===== src/rtl/ecc_harq_tx_if.sv =====
// Upstream word handshake plus link-side flit/ack signals for ecc_harq_tx.
// slave = the transmitter's view, master = the driver/link side.
interface ecc_harq_tx_if;
    logic        i_wvalid;
    logic [31:0] i_wdata;
    logic        o_wready;
    logic        o_wvalid;
    logic [39:0] o_wdata;
    logic        i_ack;
    logic        i_nack;
    logic [3:0]  o_retx_cnt;
    logic        o_retx_fail;

    modport slave (
        input  i_wvalid, i_wdata, i_ack, i_nack,
        output o_wready, o_wvalid, o_wdata, o_retx_cnt, o_retx_fail
    );

    modport master (
        output i_wvalid, i_wdata, i_ack, i_nack,
        input  o_wready, o_wvalid, o_wdata, o_retx_cnt, o_retx_fail
    );
endinterface


===== src/rtl/ecc_harq_tx.sv =====
// Single-outstanding-flit HARQ transmitter: appends a parity check byte,
// resends on nack or ack timeout, and drops the flit after MAX_RETX retries.
module ecc_harq_tx #(
    parameter int unsigned MAX_RETX    = 3,
    parameter int unsigned ACK_TIMEOUT = 16
) (
    input  logic              i_aclk,
    input  logic              i_aresetn,
    input  logic              i_enable_ecc,
    ecc_harq_tx_if.slave      bus
);

    typedef enum logic [1:0] {
        S_IDLE,
        S_SEND,
        S_WAIT_ACK,
        S_FAIL
    } state_t;

    localparam logic [7:0] TMO_LAST  = 8'(ACK_TIMEOUT - 1);
    localparam logic [3:0] RETX_LIMIT = 4'(MAX_RETX);

    state_t      state_q;
    logic        wvalid_q;
    logic [39:0] wdata_q;
    logic [3:0]  retx_q;
    logic        fail_q;
    logic [7:0]  tmo_q;

    logic [39:0] flit_d;
    logic        retry_d;

    // Every check bit carries the word parity, matching the receiver's check.
    always_comb begin
        flit_d = {(i_enable_ecc ? {8{^bus.i_wdata}} : 8'h00), bus.i_wdata};
        retry_d = bus.i_nack || (tmo_q == TMO_LAST);
    end

    // wdata_q doubles as the retransmit buffer: it only changes on acceptance.
    always_ff @(posedge i_aclk or negedge i_aresetn) begin
        if (!i_aresetn) begin
            state_q  <= S_IDLE;
            wvalid_q <= 1'b0;
            wdata_q  <= '0;
            retx_q   <= '0;
            fail_q   <= 1'b0;
            tmo_q    <= '0;
        end else begin
            case (state_q)
                S_IDLE: begin
                    fail_q <= 1'b0;
                    if (bus.i_wvalid) begin
                        wdata_q  <= flit_d;
                        wvalid_q <= 1'b1;
                        retx_q   <= '0;
                        state_q  <= S_SEND;
                    end
                end
                S_SEND: begin
                    wvalid_q <= 1'b0;
                    tmo_q    <= '0;
                    state_q  <= S_WAIT_ACK;
                end
                S_WAIT_ACK: begin
                    tmo_q <= tmo_q + 8'd1;
                    if (bus.i_ack) begin
                        retx_q  <= '0;
                        state_q <= S_IDLE;
                    end else if (retry_d) begin
                        if (retx_q < RETX_LIMIT) begin
                            retx_q   <= retx_q + 4'd1;
                            wvalid_q <= 1'b1;
                            state_q  <= S_SEND;
                        end else begin
                            fail_q  <= 1'b1;
                            state_q <= S_FAIL;
                        end
                    end
                end
                S_FAIL: begin
                    fail_q  <= 1'b0;
                    retx_q  <= '0;
                    state_q <= S_IDLE;
                end
                default: state_q <= S_IDLE;
            endcase
        end
    end

    assign bus.o_wready    = (state_q == S_IDLE);
    assign bus.o_wvalid    = wvalid_q;
    assign bus.o_wdata     = wdata_q;
    assign bus.o_retx_cnt  = retx_q;
    assign bus.o_retx_fail = fail_q;

endmodule


===== src/flat_wrapper.sv =====
// flat-port wrapper written by rule: the top's interface ports become plain ports
module ecc_harq_tx_flat 
#(
    parameter int unsigned MAX_RETX    = 3,
    parameter int unsigned ACK_TIMEOUT = 16
)
  (i_aclk, i_aresetn, i_enable_ecc, bus_i_wvalid, bus_i_wdata, bus_i_ack, bus_i_nack, bus_o_wready, bus_o_wvalid, bus_o_wdata, bus_o_retx_cnt, bus_o_retx_fail);
  ecc_harq_tx_if bus_i ();
  input  logic i_aclk;
  input  logic i_aresetn;
  input  logic i_enable_ecc;
  input wire logic [$bits(bus_i.i_wvalid)-1:0] bus_i_wvalid;
  input wire logic [$bits(bus_i.i_wdata)-1:0] bus_i_wdata;
  input wire logic [$bits(bus_i.i_ack)-1:0] bus_i_ack;
  input wire logic [$bits(bus_i.i_nack)-1:0] bus_i_nack;
  output wire logic [$bits(bus_i.o_wready)-1:0] bus_o_wready;
  output wire logic [$bits(bus_i.o_wvalid)-1:0] bus_o_wvalid;
  output wire logic [$bits(bus_i.o_wdata)-1:0] bus_o_wdata;
  output wire logic [$bits(bus_i.o_retx_cnt)-1:0] bus_o_retx_cnt;
  output wire logic [$bits(bus_i.o_retx_fail)-1:0] bus_o_retx_fail;
  assign bus_i.i_wvalid = bus_i_wvalid;
  assign bus_i.i_wdata = bus_i_wdata;
  assign bus_i.i_ack = bus_i_ack;
  assign bus_i.i_nack = bus_i_nack;
  assign bus_o_wready = bus_i.o_wready;
  assign bus_o_wvalid = bus_i.o_wvalid;
  assign bus_o_wdata = bus_i.o_wdata;
  assign bus_o_retx_cnt = bus_i.o_retx_cnt;
  assign bus_o_retx_fail = bus_i.o_retx_fail;
  ecc_harq_tx #(.MAX_RETX(MAX_RETX), .ACK_TIMEOUT(ACK_TIMEOUT)) u_core (.i_aclk(i_aclk), .i_aresetn(i_aresetn), .i_enable_ecc(i_enable_ecc), .bus(bus_i));
endmodule

===== config.mk =====
export PLATFORM = sky130hd
export DESIGN_NAME = ecc_harq_tx_flat
export DESIGN_NICKNAME = d
export VERILOG_FILES = /design/src/rtl/ecc_harq_tx_if.sv /design/src/rtl/ecc_harq_tx.sv /design/src/flat_wrapper.sv
export SDC_FILE = /design/constraint.sdc
export NUM_CORES = 1
export LEC_CHECK = 0
export ABC_AREA = 0
export CAP_MARGIN = 20
export CORE_MARGIN = 5
export CORE_UTILIZATION = 40
export DETAILED_ROUTE_END_ITERATION = 16
export PLACE_DENSITY = 0.77
export SYNTH_ARGS = -nofsm -noshare
export SYNTH_HDL_FRONTEND = slang
export SYNTH_SLANG_ARGS = --single-unit
export TNS_END_PERCENT = 5

===== constraint.sdc =====
create_clock -name i_aclk -period 2.37 [get_ports i_aclk]
set_clock_uncertainty 0.05 [all_clocks]
set_input_delay 0.3555 -clock i_aclk [delete_from_list [all_inputs] [get_ports i_aclk]]
set_output_delay 0.3555 -clock i_aclk [all_outputs]
set_load 0.03 [all_outputs]

## Word-level counts from Yosys, hierarchy flattened

Cells that the tools add are included.
Widths: inputs -> output; s select.

- Register bits after elaboration: 56
- Output and inout port bits: 47

- Add/sub/neg operators: 2
- Order comparisons: 1
- Eq/ne operators: 11
- Mux-type cells: 21
- Reduce and logical (&&, ||, !) cells: 13

Operators by type and width:

| cell | count |
|---|---|
| $reduce_xor 32->1 | 1 |
| $mux 4 | 4 |
| $pmux 8 s2 | 1 |
| $pmux 4 s3 | 1 |
| $add 8x1->8 const B | 1 |
| $eq 8x4->1 const B | 1 |
| $mux 2 | 4 |
| $mux 8 | 1 |
| $pmux 2 s4 | 1 |
| $reduce_and 4->1 | 2 |
| $mux 1 | 7 |
| $ne 2x2->1 const B | 3 |
| $ne 3x2->1 const B | 2 |
| $reduce_bool 3->1 | 2 |
| $reduce_and 5->1 | 1 |
| $add 4x1->4 const B | 1 |
| $eq 2x2->1 const B | 2 |
| $lt 4x2->1 const B | 1 |
| $ne 2x1->1 const B | 2 |
| $reduce_and 2->1 | 2 |
| $reduce_bool 2->1 | 2 |
| $pmux 1 s3 | 1 |
| $eq 2x1->1 const B | 1 |
| $logic_not 2->1 | 1 |
| other kinds (3) | 3 |

## Depth between registers and ports, before layout

Gate-level depths: netlist (run 1).

- Depth after elaboration: 5
- Gate-level depth with buffers: 8

## Least setup slack after synthesis (run 1)

OpenSTA, ideal clock, no wires.

- Kind: register to register
- Start point: reg u_core.retx_q[0] (netlist: u_core.bus.o_retx_cnt[0])
- End point: reg u_core.retx_q[0] (netlist: u_core.bus.o_retx_cnt[0])
- Setup time: 0.125 ns
- Arrival time: 1.819 ns
- Required time: 2.195 ns
- Setup slack: 0.377 ns
- Cell stages (with the launch flop): 7
- Path buffers: 0
- Cell sequence: dfrtp_1 > ha_1 > or3_2 > o21ai_1 > nand2_1 > nor2_1 > mux2_2

- Word-level cells in the longest chain between the ends: 5

RTL lines:

| what | RTL line | text |
|---|---|---|
| from (decl) | ecc_harq_tx.sv:26 | `logic [3:0] retx_q;` |
| from (signal assigned) | ecc_harq_tx.sv:71 | `retx_q <= retx_q + 4'd1;` |
| $add 4x1->4 | ecc_harq_tx.sv:71 |  |
| $mux 4 | ecc_harq_tx.sv:70 | `if (retx_q < RETX_LIMIT) begin` |
| $mux 4 | ecc_harq_tx.sv:69 | `end else if (retry_d) begin` |
| $mux 4 | ecc_harq_tx.sv:66 | `if (bus.i_ack) begin` |
| $pmux 4 s3 | ecc_harq_tx.sv:49 | `case (state_q)` |

Several ways; a longest one is shown, not always the timed one. The select of a mux whose other input is x is not followed.
A chain may end at the register's enable or synchronous reset.

## Worst setup path after layout (run 1)

- Start point: reg u_core.state_q[1]
- End point: out bus_o_wready

- Word-level cells in the longest chain between the ends: 1

RTL lines:

| what | RTL line | text |
|---|---|---|
| from (decl) | ecc_harq_tx.sv:23 | `state_t state_q;` |
| from (signal assigned) | ecc_harq_tx.sv:42 | `state_q <= S_IDLE;` |
| from (signal assigned) | ecc_harq_tx.sv:56 | `state_q <= S_SEND;` |
| from (signal assigned) | ecc_harq_tx.sv:62 | `state_q <= S_WAIT_ACK;` |
| $logic_not 2->1 | ecc_harq_tx.sv:90 | `assign bus.o_wready = (state_q == S_IDLE);` |
| to (decl) | flat_wrapper.sv:16 | `output wire logic [$bits(bus_i.o_wready)-1:0] bus_o_wready;` |

Every way passes these cells.

==> results of run 1 <==
[per-stage QoR]
stage	instance area [um^2]	hold WS, ns
after floorplan	2430	0.00991
after global placement	3340	0.242
after detailed placement	3340	0.244
after global routing	3430	0.468
final	3430	0.459
after CTS	3430	0.462
[worst paths after layout]
| check | slack (ns) | endpoint |
|---|---|---|
| max in group asynchronous | 1.28 | u_core.bus.o_wdata[7] |
| hold reg to reg | 0.46 | u_core.bus.o_wdata[19] |
| hold / removal | 0.46 | u_core.bus.o_wdata[19] |
| setup / recovery | 0.15 | bus_o_wready |
| setup reg to reg | 0.38 | u_core.bus.o_retx_cnt[0] |
| min in group asynchronous | 0.49 | u_core.bus.o_wdata[30] |
[layer usage]
metal  wire length [um]  global-route usage [%]
met4                 54                    3.35
met1               2260                    17.1
met2               2480                    22.3
met3                334                    2.92
met5                  0                       0
[worst reg2reg max path, cell delays in order (launching register included)]
cell                      delay [ns]
sky130_fd_sc_hd__dfrtp_1        0.43
sky130_fd_sc_hd__inv_1          0.12
sky130_fd_sc_hd__ha_1           0.38
sky130_fd_sc_hd__nor2b_1        0.32
sky130_fd_sc_hd__o21ai_1        0.14
sky130_fd_sc_hd__nand2_1        0.13
sky130_fd_sc_hd__nor2_1         0.05
sky130_fd_sc_hd__mux2_2         0.26
[registers in the layout, indices dropped and copies added (netlist names)]
| signal | flops |
|---|---|
| u_core.bus.o_retx_cnt | 4 |
| u_core.tmo_q | 8 |
| u_core.bus.o_wdata | 33 |
| u_core.bus.o_wvalid | 1 |
| u_core.state_q | 2 |
| u_core.bus.o_retx_fail | 1 |
[layout make-up]
type	instances	share of cell area, %
Clock buffer	8	2.34
Multi-Input combinational cell	136	32.3
Inverter	7	0.767
Timing Repair Buffer	88	26.1
Sequential cell	49	35.8
Tap cell	75	2.74
[cell usage after synthesis (4+ instances only)]
master                    instances
sky130_fd_sc_hd__nor2b_1          4
sky130_fd_sc_hd__nand3_1          5
sky130_fd_sc_hd__inv_1            7
sky130_fd_sc_hd__dfrtp_1         49
sky130_fd_sc_hd__xor2_1           5
sky130_fd_sc_hd__a21oi_1          4
sky130_fd_sc_hd__o21ai_0         12
sky130_fd_sc_hd__nor2_1           5
sky130_fd_sc_hd__mux2_2          33
sky130_fd_sc_hd__nand2_1         11
sky130_fd_sc_hd__xnor2_1         27
sky130_fd_sc_hd__buf_4            7
sky130_fd_sc_hd__ha_1             7
[power breakdown]
part | total, mW | internal, mW | switching (mW)
clock | 0.460 | 0.210 | 0.250
combinational | 2.53 | 1.17 | 1.36
sequential | 1.37 | 1.18 | 0.194
total | 4.36 | 2.56 | 1.80
[cells by family (layout without fill, tap and decap cells)]
family                   count (synthesis)  after routing
AO/OA/AOI/OAI                           28             28
AND/OR/NAND/NOR                         35             35
multiplexers                            34             34
XOR/XNOR                                32             32
buffers and inverters                   20            103
flip-flops                              49             49
adder cells (fa/ha/maj)                  7              7
==> results, run 1 <==
- Data on the critical path is required at its endpoint by 1.96 ns.
- The post-CTS clock slew at the launch and capture registers of the worst setup and hold paths is 0.09 ns.
- At the pin with the least slew margin, the transition time is 0.373 ns.
- The die covers 7740 um^2.
- Across all setup checks in the final design, the least slack found is 0.155 ns.
- The library cell used most frequently in the layout, excluding fill and tap cells, is sky130_fd_sc_hd__clkdlybuf4s50_1.
- The initial antenna violation count was 0.
- Across the VDD grid, the largest voltage drop is 0.620 mV.
- Buffers inserted to repair hold after CTS numbered 1.
- Summed over all layers, the routed wires come to 5130 um.
- The clock buffer count from CTS is 5.
- The I/O pin count is 85.
- The routability congestion estimate from global placement is 0.790.
- The filler cells instantiated in the layout total 504.
- After synthesis, the share of cell area in mux cells is 15.7%.
- The area fraction in compound gates after synthesis is 7.20%.
- The count of buffering cells on the critical path with inverters included is 2.
- Of the available clock period, the critical path in the final layout requires 93.5%.
- The family with the most delay on the worst path is buffers and inverters.
- TritonCTS built the clock tree.
- The number of pins exceeding their max-slew limit in the final report is 0.
- The count of final hold-check violations is 0.
- The number of synthesized flops with an enable pin is 0.
- The minimum clock period is 2.22 ns.
- The total power is 4.36 mW.
- Max-cap violations in this run came to 0.
- The HPWL after detailed placement is 3940 um.
- Of the total synthesized cell area, the portion taken by XOR and XNOR cells is 11.5%.
- Input and output buffers added on the ports amount to 84.
- After synthesis the netlist holds a flip-flop and latch count of 49.
- The detailed router finished its first iteration with 50 violations.
- The arrival time of data at the critical path endpoint is 1.81 ns.
- Headroom to the max-slew limit came out at 75.1%.
- The via count of the routed design is 1774.
- Before CTS, the worst setup slack after placement is 0.345 ns.
- Dividing total power by cell area gives a power density of 1270 nW/um^2.
- The biggest area contributor in the post-synthesis netlist is sky130_fd_sc_hd__dfrtp_1.
- The share of synthesized area occupied by flip-flops and latches is 50.4%.
- The worst reg2reg path depth is 7.
- After detailed routing, the number of remaining DRC violations is 0.
- Once the floorplan was initialized, standard cells occupied 41.1% of the core.
- The number of cells traversed by the worst hold path is 1.
- Cells fill 57.9% of the core in the end.
- After Yosys synthesis, and, or, nand and nor cells account for 7.40% of the synthesized area.
- CTS built an H-tree with a depth of 2.
- Setup repair after global routing left no endpoint under its margin.
- The synthesized netlist occupies a cell area of 2430 um^2.
- For this design the static power due to leakage is 1.40 nW.
- STA classifies the critical path endpoint as an output pin.
- In this run, placement finished with an instance count of 354.
- In the routed layout, each cell is associated on average with a via count of 4.89.
- The aggregate global-route resource usage is 13.2%.
- The flow ran to the end, and the final reports show no timing, DRC or antenna violations.
- The cell count after synthesis came out at 205.
- The clock passes through at most 2 buffers.
- The tightest min-delay check is of the flop to flop type.
- The number of nets produced by synthesis is 250.
- The startpoint identified for the worst register-to-register timing path is u_core.state_q[0].
- For this run, the post-layout net count is 332.
- The first TritonRoute pass finished after 4 iterations.
- The die is 88 um wide.
- The post-route setup TNS is 0 ns.
- The share of synthesized registers carrying an async set or reset is 100%.
- The synthesized area per cell is 11.9 um^2.
- The adder and majority cell fraction of the synthesized area is 3.60%.
- Cells with a size suffix above 1 make up 16.0% of the layout.
- After synthesis, the cell types taking the most area are sky130_fd_sc_hd__dfrtp_1, sky130_fd_sc_hd__mux2_2, sky130_fd_sc_hd__xnor2_1.
- The remaining global-route overflow is 0.
- The Yosys step of the flow raised 0 warnings.
- The number of nets still failing antenna checks after routing is 0.
- The root cell of the clock tree is sky130_fd_sc_hd__clkbuf_8.
- The sequential cells in the finished layout cover a total of 1230 um^2.
- The startpoint of the lowest-slack hold path is u_core.bus.o_wdata[19].
- The highest cell delay on the worst timing path is 0.70 ns.
- Along the worst path, the maximum fanout reaches 5.
- Entering global routing, the biggest net connects 36 pins.
- The number of rows created at floorplan is 28.
- Traced cell by cell, the critical path runs through inv_1, ha_1, clkdlybuf4s50_1.
- The final non-filler cell total is 363.
- Among all flip-flop cells after synthesis, the most frequent one is sky130_fd_sc_hd__dfrtp_1.
- Leaving out fill and tap cells, the most frequent cells in the layout are sky130_fd_sc_hd__clkdlybuf4s50_1, sky130_fd_sc_hd__dfrtp_1, sky130_fd_sc_hd__mux2_2, sky130_fd_sc_hd__xnor2_1, sky130_fd_sc_hd__o21ai_0.
- The area of the multi-input gates is 1110 um^2.
- The global-route wire length before repair is 8070 um.
- The share of the synthesized area in the top cell type is 50.4%.
- The height of the die is 88 um.
- The main combinational cell family by area after synthesis is multiplexers.
- The area of the core is 5920 um^2.
- The critical path start-end classification is flop to output pin.
- The count of unique library cells instantiated by Yosys is 30.
- The slowest stage of the critical path belongs to the cell sky130_fd_sc_hd__clkdlybuf4s50_1.
- The clock latency of the later-clocked register in the worst-skew pair is 0.29 ns.
- After detailed routing, the average wire length per cell comes to 14.1 um.
- Setup violations remaining at the end of the flow were counted as 0.
- The total stage count of the critical path is 3.
- The fmax is 0.451 GHz.
- The area growth from synthesis to layout is 40.8%.
- The number of global-route vias before repair is 1768.
- In this run the worst setup path begins at u_core.state_q[1].
- The quantity of gates resized following cts is 0.
- The number of clock sinks is 49.
- Once the clock tree was built, the setup fixing pass inserted 0 buffers.
- The number of diodes added for antenna fixing is 0.
- STA classifies the critical path startpoint as a flop.
No activity file was read; power rests on OpenSTA's default activity.
==> run 2, diff against run 1 <==
Settings changed: CORE_MARGIN 5 to default, TNS_END_PERCENT 5 to 30.
==> results, run 2 (same netlist as run 1, synthesis figures left out) <==
- The count of H-tree levels built during CTS is 2 (unchanged).
- The number of nets still failing antenna checks after routing was 0 (unchanged).
- The post-CTS setup-driven buffer insertion count is 0 (unchanged).
- The worst setup path is captured at an output pin.
- The worst-case register-to-register setup slack is 0.34 ns (-0.04 ns).
- The power per unit of standard cell area is 1300 nW/um^2 (+2.4%).
- The fraction of final layout cells with drive strength greater than 1 is 16.7% (+0.69 points).
- The area of the core is 5890 um^2 (-0.59%).
- The max capacitance violation total is 0 (unchanged).
- The number of buffers inserted by port buffering is 84 (unchanged).
- The routability congestion estimate from global placement is 0.775 (-1.9%).
- The final layout net count came to 332 (unchanged).
- The class of the most critical hold timing path is flop to flop.
- Setup repair after global routing left no endpoint under its margin.
- The post-CTS clock slew at the launch and capture registers of the worst setup and hold paths is 0.09 ns (about the same).
- The maximum number of pins on one net before global-route repair came to 34 (-5.6%).
- The quantity of gates resized following cts is 0 (unchanged).
- The post-route setup TNS is 0 ns (unchanged).
- The number of clock sinks is 49 (unchanged).
- The number of flip-flops under the largest register name is 33 (unchanged).
- The count of filler cells inserted in the layout is 520 (+3.2%).
- The I/O pin count came to 85 (unchanged).
- The initial detailed-routing violation count was 109 (+120%).
- In the layout the commonest cells are sky130_fd_sc_hd__clkdlybuf4s50_1, sky130_fd_sc_hd__dfrtp_1, sky130_fd_sc_hd__mux2_2, sky130_fd_sc_hd__xnor2_1, sky130_fd_sc_hd__o21ai_0.
- The global-route wire length before repair came to 8300 um (+2.8%).
- The count of endpoints failing setup in the final report is 0 (unchanged).
- The clock latency of the later-clocked register in the worst-skew pair is 0.29 ns (about the same).
- The initial core utilization is 41.3% (+0.24 points).
- The final period utilization was 92.6% (-0.90 points).
- The remaining global-route overflow is 0 (unchanged).
- The critical path start-end classification is flop to output pin.
- The number of detailed-routing iterations run before antenna repair is 4 (unchanged).
- The height of the die came to 80 um (-9.1%).
- The number of diodes added for antenna fixing came to 0 (unchanged).
- The number of global-route vias before repair is 1792 (+1.4%).
- The largest vdd supply drop is 0.710 mV (+15%).
- The transition at the pin with the smallest max-transition slack is 0.533 ns (+0.160 ns).
- The number of DRC violations after detailed routing is 0 (unchanged).
- The final wirelength came to 5000 um (-2.6%).
- The total die area is 6400 um^2 (-17%).
- The total half-perimeter wirelength after legalization and detailed placement is 3720 um (-5.4%).
- The number of buffers on the longest clock path is 2 (unchanged).
- The via density per instance was 4.99 (+2.1%).
- The via count of the routed design came to 1811 (+2.1%).
- The worst hold margin was 0.460 ns (+0.000885 ns).
- The total of hold buffers inserted after clock tree synthesis was 1 (unchanged).
- The flow ran to the end, and the final reports show no timing, DRC or antenna violations.
- The routed wire length per instance is 13.8 um (-2.6%).
- STA classifies the critical path startpoint as a flop.
- The initial antenna violation count came to 0 (unchanged).
- The leakage power summed over all cells is 1.42 nW (+1.4%).
- TritonCTS built the clock tree.
- The most common library cell in the layout ignoring fill and taps is sky130_fd_sc_hd__clkdlybuf4s50_1.
- The number of pins exceeding their max-slew limit in the final report is 0 (unchanged).
- The chip width was 80 um (-9.1%).
- The aggregate global-route resource usage is 17.0% (+3.8 points).
- The data required time at the worst endpoint was 1.96 ns (about the same).
- The clock buffer count from CTS came to 5 (unchanged).
- The fmax is 0.456 GHz (+0.97%).
- The minimum clock period came to 2.19 ns (-0.0214 ns).
- The arrival time of data at the critical path endpoint is 1.79 ns (-0.02 ns).
- The area growth from synthesis to layout is 42.3%.
- The number of rows created at floorplan is 28 (unchanged).
- The count of final hold-check violations is 0 (unchanged).
- The worst max-slew margin expressed relative to the limit is 64.4% (-11 points).
- The root cell of the clock tree is sky130_fd_sc_hd__clkbuf_8.
- The highest fanout seen on the critical path is 5 (unchanged).
## run 2: power by group
group | switching (mW) | internal (mW) | total [mW]
logic | 1.35 | 1.17 | 2.52
registers | 0.199 | 1.18 | 1.38
clock network | 0.268 | 0.344 | 0.612
## run 2: path summary, 6_finish.rpt
check | start | to | depth (start not counted)
worst min register to register | u_core.bus.o_wdata[21] | u_core.bus.o_wdata[21] | 1
worst max-delay path | u_core.state_q[1] | bus_o_wready | 3
max in group asynchronous | i_aresetn | u_core.bus.o_retx_fail | 3
worst min-delay path | u_core.bus.o_wdata[21] | u_core.bus.o_wdata[21] | 1
worst max register to register | u_core.bus.o_retx_cnt[0] | u_core.bus.o_retx_cnt[0] | 6
min in group asynchronous | i_aresetn | u_core.bus.o_wdata[28] | 2
## run 2: worst max-delay path, stage by stage (launching register included)
cell,delay (ns)
sky130_fd_sc_hd__dfrtp_1,0.42
sky130_fd_sc_hd__inv_1,0.13
sky130_fd_sc_hd__ha_1,0.25
sky130_fd_sc_hd__clkdlybuf4s50_1,0.70
## run 2: stage by stage
step                      power (mW)  cells  worst slack [ns]  util [%]  area (um^2)
final                           4.51    363             0.176      58.8         3460
after global routing            4.79    363            0.0744      58.8         3460
after CTS                       4.57    363             0.157      58.8         3460
after detailed placement        3.94    354             0.342      56.7         3340
after global placement          3.89    354             0.352      56.7         3340
after floorplan                 2.96    205             0.377         -         2430
## run 2: layout make-up
| type | count | area, um^2 | area share [%] |
|---|---|---|---|
| clock buffers | 7 | 86.3 | 2.49 |
| clock inverters | 1 | 30.0 | 0.867 |
| inverters | 7 | 26.3 | 0.759 |
| multi-input cells | 136 | 1110 | 31.9 |
| flip-flops and latches | 49 | 1230 | 35.4 |
| well taps | 75 | 93.8 | 2.71 |
| repair buffers | 88 | 893 | 25.8 |
## run 2: metal layers
| layer | up-vias | global-route usage (%) | share of wire [%] |
|---|---|---|---|
| met2 | 65 | 29.1 | 50 |
| li1 | 862 | - | - |
| met4 | 0 | 5.54 | 1.1 |
| met3 | 4 | 4.46 | 6.5 |
| met5 | - | 0 | 0 |
| met1 | 880 | 20.5 | 42 |
